--- src/rtl/pipeline_ctrl_pkg.sv ---
// Shared types and constants for the pipeline stall/flush sequencer.
package pipeline_ctrl_pkg;

    typedef enum logic [1:0] {
        RUN        = 2'd0,
        MEM_WAIT   = 2'd1,
        TRAP_FLUSH = 2'd2
    } pipe_ctrl_state_e;

    // Pipeline register indices, upstream to downstream.
    localparam int NUM_PIPE_REGS = 4;
    localparam int STG_IF_ID     = 0;
    localparam int STG_ID_EX     = 1;
    localparam int STG_EX_MEM    = 2;
    localparam int STG_MEM_WB    = 3;

    // PC source select encodings.
    localparam logic [1:0] PC_SEL_SEQ    = 2'd0;
    localparam logic [1:0] PC_SEL_BRANCH = 2'd1;
    localparam logic [1:0] PC_SEL_TRAP   = 2'd2;

    localparam logic [NUM_PIPE_REGS-1:0] ALL_REGS = '1;

    // A register inserts a bubble when the stage feeding it is held: the IF/ID
    // register is fed by the PC, every other register by the register before it.
    function automatic logic [NUM_PIPE_REGS-1:0] bubble_of(
        input logic                     pc_en,
        input logic [NUM_PIPE_REGS-1:0] stall
    );
        return {stall[NUM_PIPE_REGS-2:0], ~pc_en};
    endfunction

endpackage

--- src/rtl/pipeline_ctrl_load_use_detect.sv ---
// Load-use hazard compare: a load in EX whose destination is read by the
// instruction in ID. Writes to x0 never create a dependency.
module load_use_detect
    import pipeline_ctrl_pkg::*;
(
    input  logic       id_valid,
    input  logic [4:0] id_rs1,
    input  logic [4:0] id_rs2,
    input  logic       ex_valid,
    input  logic       ex_is_load,
    input  logic [4:0] ex_rd,
    output logic       hazard
);

    logic rd_live;
    logic src_match;

    // Pure combinational compare; the sequencer decides what to do with it.
    always_comb begin
        rd_live   = ex_valid & ex_is_load & (ex_rd != 5'd0);
        src_match = (id_rs1 == ex_rd) | (id_rs2 == ex_rd);
        hazard    = rd_live & id_valid & src_match;
    end

endmodule

--- src/rtl/pipeline_ctrl.sv ---
// Stall/flush sequencer for the 5-stage core. Generates per-register stall,
// flush and bubble controls plus PC enable/select from load-use, data-memory
// wait, taken-branch and trap events. Holds control state only.
//
//  state      | meaning
//  -----------+------------------------------------------------------------
//  RUN        | normal flow; redirect and load-use handled combinationally
//  MEM_WAIT   | data memory busy; front three registers held, MEM/WB bubbles
//  TRAP_FLUSH | trap taken; all registers flushed until the counter expires
//
// Event priority: trap > mem_wait > ex_redirect > load-use.
module pipeline_ctrl
    import pipeline_ctrl_pkg::*;
#(
    parameter int TRAP_FLUSH_CYCLES = 2,
    parameter int STALL_CNT_W       = 32
) (
    input  logic                     clk_i,
    input  logic                     rst_ni,
    input  logic                     id_valid_i,
    input  logic [4:0]               id_rs1_i,
    input  logic [4:0]               id_rs2_i,
    input  logic                     ex_valid_i,
    input  logic                     ex_is_load_i,
    input  logic [4:0]               ex_rd_i,
    input  logic                     ex_redirect_i,
    input  logic                     mem_wait_i,
    input  logic                     trap_i,
    output logic                     pc_en_o,
    output logic [1:0]               pc_sel_o,
    output logic [NUM_PIPE_REGS-1:0] stall_o,
    output logic [NUM_PIPE_REGS-1:0] flush_o,
    output logic [NUM_PIPE_REGS-1:0] bubble_o,
    output logic [STALL_CNT_W-1:0]   stall_cnt_o
);

    // The trap cycle itself is the first flush cycle, so the counter only has
    // to cover the remaining TRAP_FLUSH_CYCLES-1 cycles.
    localparam int TCNT_W = (TRAP_FLUSH_CYCLES > 2) ? $clog2(TRAP_FLUSH_CYCLES) : 1;
    localparam logic [TCNT_W-1:0] TCNT_LOAD = TCNT_W'(TRAP_FLUSH_CYCLES - 1);
    localparam logic [TCNT_W-1:0] TCNT_ONE  = TCNT_W'(1);

    pipe_ctrl_state_e         state_q;
    pipe_ctrl_state_e         state_d;
    logic [TCNT_W-1:0]        tcnt_q;
    logic [TCNT_W-1:0]        tcnt_d;
    logic                     rst_done_q;
    logic                     load_use;
    logic                     stall_event;
    logic [STALL_CNT_W-1:0]   stall_cnt_q;

    load_use_detect u_load_use_detect (
        .id_valid   (id_valid_i),
        .id_rs1     (id_rs1_i),
        .id_rs2     (id_rs2_i),
        .ex_valid   (ex_valid_i),
        .ex_is_load (ex_is_load_i),
        .ex_rd      (ex_rd_i),
        .hazard     (load_use)
    );

    // Output decode and next-state selection, in event priority order.
    always_comb begin
        state_d  = state_q;
        tcnt_d   = tcnt_q;
        pc_en_o  = 1'b1;
        pc_sel_o = PC_SEL_SEQ;
        stall_o  = '0;
        flush_o  = '0;

        if (!rst_done_q) begin
            // Until the first clock after reset release, keep the pipe flushed
            // and the PC parked.
            pc_en_o = 1'b0;
            flush_o = ALL_REGS;
        end else if (trap_i) begin
            flush_o  = ALL_REGS;
            pc_sel_o = PC_SEL_TRAP;
            tcnt_d   = TCNT_LOAD;
            state_d  = (TRAP_FLUSH_CYCLES > 1) ? TRAP_FLUSH : RUN;
        end else if (state_q == TRAP_FLUSH) begin
            flush_o = ALL_REGS;
            pc_en_o = 1'b0;
            if (tcnt_q <= TCNT_ONE) begin
                tcnt_d  = '0;
                state_d = RUN;
            end else begin
                tcnt_d = tcnt_q - TCNT_ONE;
            end
        end else if (mem_wait_i) begin
            // EX is frozen, so redirect and load-use are not acted on here; they
            // are re-evaluated in the cycle mem_wait_i drops.
            pc_en_o              = 1'b0;
            stall_o[STG_IF_ID]   = 1'b1;
            stall_o[STG_ID_EX]   = 1'b1;
            stall_o[STG_EX_MEM]  = 1'b1;
            stall_o[STG_MEM_WB]  = 1'b0;
            state_d              = MEM_WAIT;
        end else begin
            state_d = RUN;
            if (ex_redirect_i) begin
                // A load-use stall in the same cycle is on the wrong path.
                flush_o[STG_IF_ID] = 1'b1;
                flush_o[STG_ID_EX] = 1'b1;
                pc_sel_o           = PC_SEL_BRANCH;
            end else if (load_use) begin
                pc_en_o            = 1'b0;
                stall_o[STG_IF_ID] = 1'b1;
            end
        end
    end

    assign bubble_o = bubble_of(pc_en_o, stall_o);

    // Sequencer state, trap flush counter and reset-release flag.
    always_ff @(posedge clk_i or negedge rst_ni) begin
        if (!rst_ni) begin
            state_q    <= RUN;
            tcnt_q     <= '0;
            rst_done_q <= 1'b0;
        end else begin
            state_q    <= state_d;
            tcnt_q     <= tcnt_d;
            rst_done_q <= 1'b1;
        end
    end

    assign stall_event = rst_done_q & ((|stall_o) | ~pc_en_o);

    // Saturating count of cycles in which any part of the pipe was held.
    always_ff @(posedge clk_i or negedge rst_ni) begin
        if (!rst_ni) begin
            stall_cnt_q <= '0;
        end else if (stall_event && (stall_cnt_q != '1)) begin
            stall_cnt_q <= stall_cnt_q + STALL_CNT_W'(1);
        end
    end

    assign stall_cnt_o = stall_cnt_q;

endmodule
--- config.mk ---
export PLATFORM = sky130hd
export DESIGN_NAME = pipeline_ctrl
export DESIGN_NICKNAME = d
export VERILOG_FILES = /design/src/rtl/pipeline_ctrl_pkg.sv /design/src/rtl/pipeline_ctrl_load_use_detect.sv /design/src/rtl/pipeline_ctrl.sv
export SDC_FILE = /design/constraint.sdc
export NUM_CORES = 1
export LEC_CHECK = 0
export CAP_MARGIN = 5
export CORE_ASPECT_RATIO = 1.75
export CORE_MARGIN = 10
export CORE_UTILIZATION = 35
export DETAILED_ROUTE_END_ITERATION = 8
export DONT_BUFFER_PORTS = 1
export GPL_ROUTABILITY_DRIVEN = 0
export PLACE_DENSITY_LB_ADDON = 0.25
export SYNTH_ARGS = -nofsm -noshare
export SYNTH_HDL_FRONTEND = slang
export SYNTH_SLANG_ARGS = --single-unit
--- constraint.sdc ---
create_clock -name clk_i -period 3 [get_ports clk_i]
set_input_delay 0.75 -clock clk_i [delete_from_list [all_inputs] [get_ports clk_i]]
set_output_delay 0.75 -clock clk_i [all_outputs]
set_load 0.05 [all_outputs]
; ---- Yosys cells after proc, flatten, opt, wreduce, memory -nomap -nowiden
; Cells that the tools add are included.
[word_totals]
elab_cells = 57
output_inout_bits = 47
in_bits = 23
register_bits = 36
[classes]
n_lt_le_gt_ge = 1
n_mux = 31
add_sub_neg = 2
n_eq_ne = 5
bitwise_logic = 8
n_reduce_logical = 6
[ops]
columns = op, count
row1 = $add A32 B1 Y32 const B, 1
row2 = $ne A32 B32 Y1 const B, 1
row3 = $mux W2, 10
row4 = $mux W1, 16
row5 = $mux W4, 3
row6 = $eq A5 B5 Y1, 2
row7 = $mux W3, 2
row8 = $and A1 B1 Y1, 5
row9 = $reduce_bool A5 Y1, 1
row10 = $reduce_and A2 Y1, 2
row11 = $reduce_or A4 Y1, 1
row12 = $ne A3 B2 Y1 const B, 1
row13 = $eq A2 B2 Y1 const B, 1
row14 = $or A1 B1 Y1, 2
row15 = $reduce_bool A2 Y1, 1
row16 = $le A1 B1 Y1 const B, 1
row17 = $logic_and A1 B1 Y1, 1
row18 = $not A1 Y1, 1
row19 = $sub A1 B1 Y1 const B, 1

; ---- Depth between registers and ports, before layout
[logic_depth]
depth_word = 14
ltp_mapped = 8
depth_no_buf = 7

; ---- Hierarchy
; Synthesis repeated with hierarchy kept, for this count alone.
[unflattened]
cells_unflattened = 187
hier_area_um2 = 1988.2
[by_module_without_submodules]
columns = mod, instances, area_per_inst_um2, cells_per_inst, seq_area_each_um2
row1 = pipeline_ctrl, 1, 1859.3, 170, 875.8
row2 = load_use_detect, 1, 128.9, 17, 0.0

; ---- Least setup slack after synthesis
; OpenSTA, ideal clock, no wires.
[synth_timing]
path_kind = in2out
from = input ex_rd_i[2]
to = output stall_o[0]
slack_ps = -326
required_ps = 2250
n_path_buf = 1
stages = 7
arrival_ps = 2576
path_cell_list = xor2_1 > nor3_1 > nand3_1 > a221oi_2 > nor2_1 > nor2_1 > buf_4
[synth_between]
elab_chain_cells = 10
word_cells_on_any_way = 13
cone_classes = eq/ne (2) / mux (6) / bitwise (4) / reduce/logical (1)
[synth_rtl]
columns = element, line
row1 = start: declaration, pipeline_ctrl.sv:25  ; input logic [4:0] ex_rd_i,
row2 = $reduce_bool A5 Y1, pipeline_ctrl_load_use_detect.sv:20  ; rd_live = ex_valid & ex_is_load & (ex_rd != 5'd0);
row3 = $and A1 B1 Y1, pipeline_ctrl_load_use_detect.sv:20
row4 = $and A1 B1 Y1, pipeline_ctrl_load_use_detect.sv:22  ; hazard = rd_live & id_valid & src_match;
row5 = $and A1 B1 Y1 (*), pipeline_ctrl_load_use_detect.sv:22
row6 = $mux W1 (*), pipeline_ctrl.sv:106  ; end else if (load_use) begin
row7 = $mux W1 (*), pipeline_ctrl.sv:101  ; if (ex_redirect_i) begin
row8 = $mux W1 (*), pipeline_ctrl.sv:90  ; end else if (mem_wait_i) begin
row9 = $mux W3 (*), pipeline_ctrl.sv:81  ; end else if (state_q == TRAP_FLUSH) begin
row10 = $mux W3 (*), pipeline_ctrl.sv:76  ; end else if (trap_i) begin
row11 = $mux W4 (*), pipeline_ctrl.sv:71  ; if (!rst_done_q) begin
row12 = end: declaration, pipeline_ctrl.sv:31  ; output logic [NUM_PIPE_REGS-1:0] stall_o,
; Every way passes the cells marked *; elsewhere a longest branch is shown, timed or not.

; ---- Worst setup path after layout
[layout_timing]
from = input ex_rd_i[2]
to = output bubble_o[0]
[layout_between]
elab_chain_cells = 11
word_cells_on_any_way = 14
cone_classes = eq/ne (2) / mux (6) / bitwise (5) / reduce/logical (1)
[layout_rtl]
columns = element, line
row1 = $reduce_bool A5 Y1, pipeline_ctrl_load_use_detect.sv:20
row2 = $and A1 B1 Y1, pipeline_ctrl_load_use_detect.sv:20
row3 = $and A1 B1 Y1, pipeline_ctrl_load_use_detect.sv:22
row4 = $and A1 B1 Y1 (*), pipeline_ctrl_load_use_detect.sv:22
row5 = $mux W1 (*), pipeline_ctrl.sv:106
row6 = $mux W1 (*), pipeline_ctrl.sv:101
row7 = $mux W1 (*), pipeline_ctrl.sv:90
row8 = $mux W1 (*), pipeline_ctrl.sv:81
row9 = $mux W1 (*), pipeline_ctrl.sv:76
row10 = $mux W1 (*), pipeline_ctrl.sv:71
row11 = $not A1 Y1 (*), pipeline_ctrl_pkg.sv:30  ; return {stall[NUM_PIPE_REGS-2:0], ~pc_en};
row12 = end: declaration, pipeline_ctrl.sv:33  ; output logic [NUM_PIPE_REGS-1:0] bubble_o,
; Marked as above.

==> metrics.md <==
| Metric | Value |
|---|---|
| Outcome | `complete, no violations` |
| Via count | `1507` |
| Post-Syn Nets | `220` |
| Die height | `120 um` |
| RSZ-0062 raised after global routing | `no` |
| Initial antenna violation count | `0` |
| # IOs | `70` |
| CP required | `2.25 ns` |
| Mapped Cells | `196` |
| Top_reg_cell synth | `dfrtp_1` |
| Highest clock rate | `351 MHz` |
| Drt wl/cell | `16.3 um` |
| Synth cell types | `33` |
| Share of layout cells above drive strength 1 | `0.274` |
| Warnings from Yosys | `0` |
| First-pass GRT wire length | `8470 um` |
| TritonCTS clock tree | `yes` |
| Worst vdd ir | `0.000360 V` |
| Post-synth EDFFs | `0` |
| Starting Density | `0.357` |
| Synthesis-stage register bit count | `35` |
| CTS clk-pin slew, worst paths | `0.07 ns` |
| Count leader, synth | `dfrtp_1` |
| Tightest hold margin | `0.159 ns` |
| Drt initial violations | `35` |
| Max Slew Vio Count | `0` |
| Mapped Avg Cell Area | `10.1 um2` |
| Pin count of the biggest net entering global routing | `36` |
| DRC Markers | `0` |
| Cts bufs inserted | `5` |
| Cells after DPL | `298` |
| Worst Setup Start Kind | `primary input` |
| # fillers | `556` |
| Pre-Repair DR Iteration Count | `4` |
| Area grow syn2layout | `23.5%` |
| ANT nets after route | `0` |
| # setup viols final | `0` |
| Rows | `36` |
| Placed cell area | `2350 um2` |
| Postcts setup bufs | `0` |
| Layout Skew | `0.00492 ns` |
| Post-cts sizing count | `0` |
| Tot GR Track Use | `0.111` |
| Seq/Total Area, Yosys | `0.442` |
| Synthesized cell area | `1980 um2` |
| Total Die Area | `9190 um2` |
| CORE AREA | `5540 um2` |
| Maxcap violations | `0` |
| Multi-input logic area | `1010 um2` |
| Worst slew pin tran | `0.602 ns` |
| Total power | `1.23 mW` |
| Global route overflow | `0` |
| Synth async-reset ratio | `1.00` |
| Commonest cells post-synth | `dfrtp_1 (35), xor2_1 (30), nor3_1 (18)` |
| CP Class | `primary input to output pin` |
| Fin. Hold Viols | `0` |
| Nets@finish | `253` |
| DP HPWL | `3860 um` |
| Rel. slew slack | `0.598` |
| Port Buffer Count | `0` |
| Setup TNS | `0 ns` |
| Post-Layout Cell Count | `306` |
| Critical path fanouts, max | `3` |
| Vias in the first global route | `1652` |
| Vias per inst | `4.92` |
| Max Root-Sink Buffers | `2` |
| Root Driver | `clkbuf_8` |
| Synth top area share | `0.442` |
| N_diodes | `0` |
| Worst hold path type | `primary input to asynchronous set/reset pin` |
| Fin crit period | `2.85 ns` |
| P per Cell Area | `502 nW/um2` |
| Routed WL | `5000 um` |
| Htree depth | `2` |
| Final period util | `0.949` |
| Leakage power | `1.17 nW` |
| Crit path capture type | `output pin` |
| Clk_lat worst skew | `0.28 ns` |
| Largest cells by area after synthesis | `dfrtp_1 (44%), xor2_1 (13%), nor3_1 (4.5%)` |
| Reg area | `876 um2` |
| Crit path DAT | `2.10 ns` |
| Design Area, Final | `2450 um2` |
| Post-synth top area cell | `dfrtp_1` |
| Hold-fix buffers, CTS | `0` |
| CTS sink count | `35` |
| Die W | `76.9 um` |
==> stage by stage <==
step | setup slack [ns] | utilization
floorplan | 0.0392 | -
global placement | 0.145 | 0.423
detailed placement | 0.137 | 0.423
CTS | 0.126 | 0.442
global route | 0.0182 | 0.442
finish | 0.154 | 0.442
==> cell families after synthesis <==
kind of cell             count (synthesis)  share of synthesized area
other                                    2                    0.00379
buffers and inverters                   21                     0.0587
multiplexers                             2                     0.0114
AO/OA/AOI/OAI                            6                     0.0278
flip-flops                              35                      0.442
XOR/XNOR                                40                      0.177
AND/OR/NAND/NOR                         89                      0.273
adder cells (fa/ha/maj)                  1                    0.00632
==> worst max-delay path: stages <==
cell        delay (ns)
xor2_1            0.14
nor3_1            0.17
nand3_1           0.10
a221oi_2          0.32
nor2_1            0.13
a31o_2            0.29
clkinvlp_4        0.20
==> area by class of cell <==
type / count / share of cell area
clock buffer: 8 / 0.0409
tap: 76 / 0.0389
multi-input combinational: 140 / 0.415
timing repair buffer: 38 / 0.132
sequential: 35 / 0.358
inverter: 9 / 0.0153
==> layer usage <==
layer | track usage | wire length, um | up-vias
li1 | - | - | 729
met2 | 0.193 | 2620 | 56
met1 | 0.119 | 1830 | 718
met3 | 0.0404 | 484 | 4
met4 | 0.0456 | 69 | 0
met5 | 0 | 0 | -
==> registers in the layout, indices dropped and copies added (netlist names) <==
signal       cells
rst_done_q       1
stall_cnt_o     32
state_q          2
==> worst paths after layout <==
kind,start,to,slack [ns],depth (start not counted)
min in group clk_i,state_q[0]$_DFFE_PN0P_,state_q[0]$_DFFE_PN0P_,0.50,1
hold reg to reg,state_q[0]$_DFFE_PN0P_,state_q[0]$_DFFE_PN0P_,0.50,1
hold / removal,rst_ni,stall_cnt_o[22]$_DFFE_PN0P_,0.16,0
setup reg to reg,stall_cnt_o[2]$_DFFE_PN0P_,stall_cnt_o[1]$_DFFE_PN0P_,0.78,5
max in group asynchronous,rst_ni,stall_cnt_o[3]$_DFFE_PN0P_,2.75,0
setup / recovery,ex_rd_i[2],bubble_o[0],0.15,7
==> placed cells by master (no fill, tap or decap), drive strengths merged, types with 2 or more instances in the layout <==
cell type	n
conb	2
clkbuf	8
and3	4
nor3	18
nor2	12
nor2b	2
xor2	30
buf	38
nand2b	3
inv	8
nand2	13
a21o	2
nor4	10
mux2	2
dfrtp	35
nand3	13
xnor2	10
nand4	6
and4	4
==> report_power, final <==
| part | internal, mW | leakage [nW] | total, mW | switching [mW] |
|---|---|---|---|---|
| sequential | 0.505 | 0.450 | 0.550 | 0.0451 |
| combinational | 0.0921 | 0.669 | 0.304 | 0.212 |
| clock | 0.210 | 0.0515 | 0.373 | 0.164 |
No activity file was read; power rests on OpenSTA's default activity.
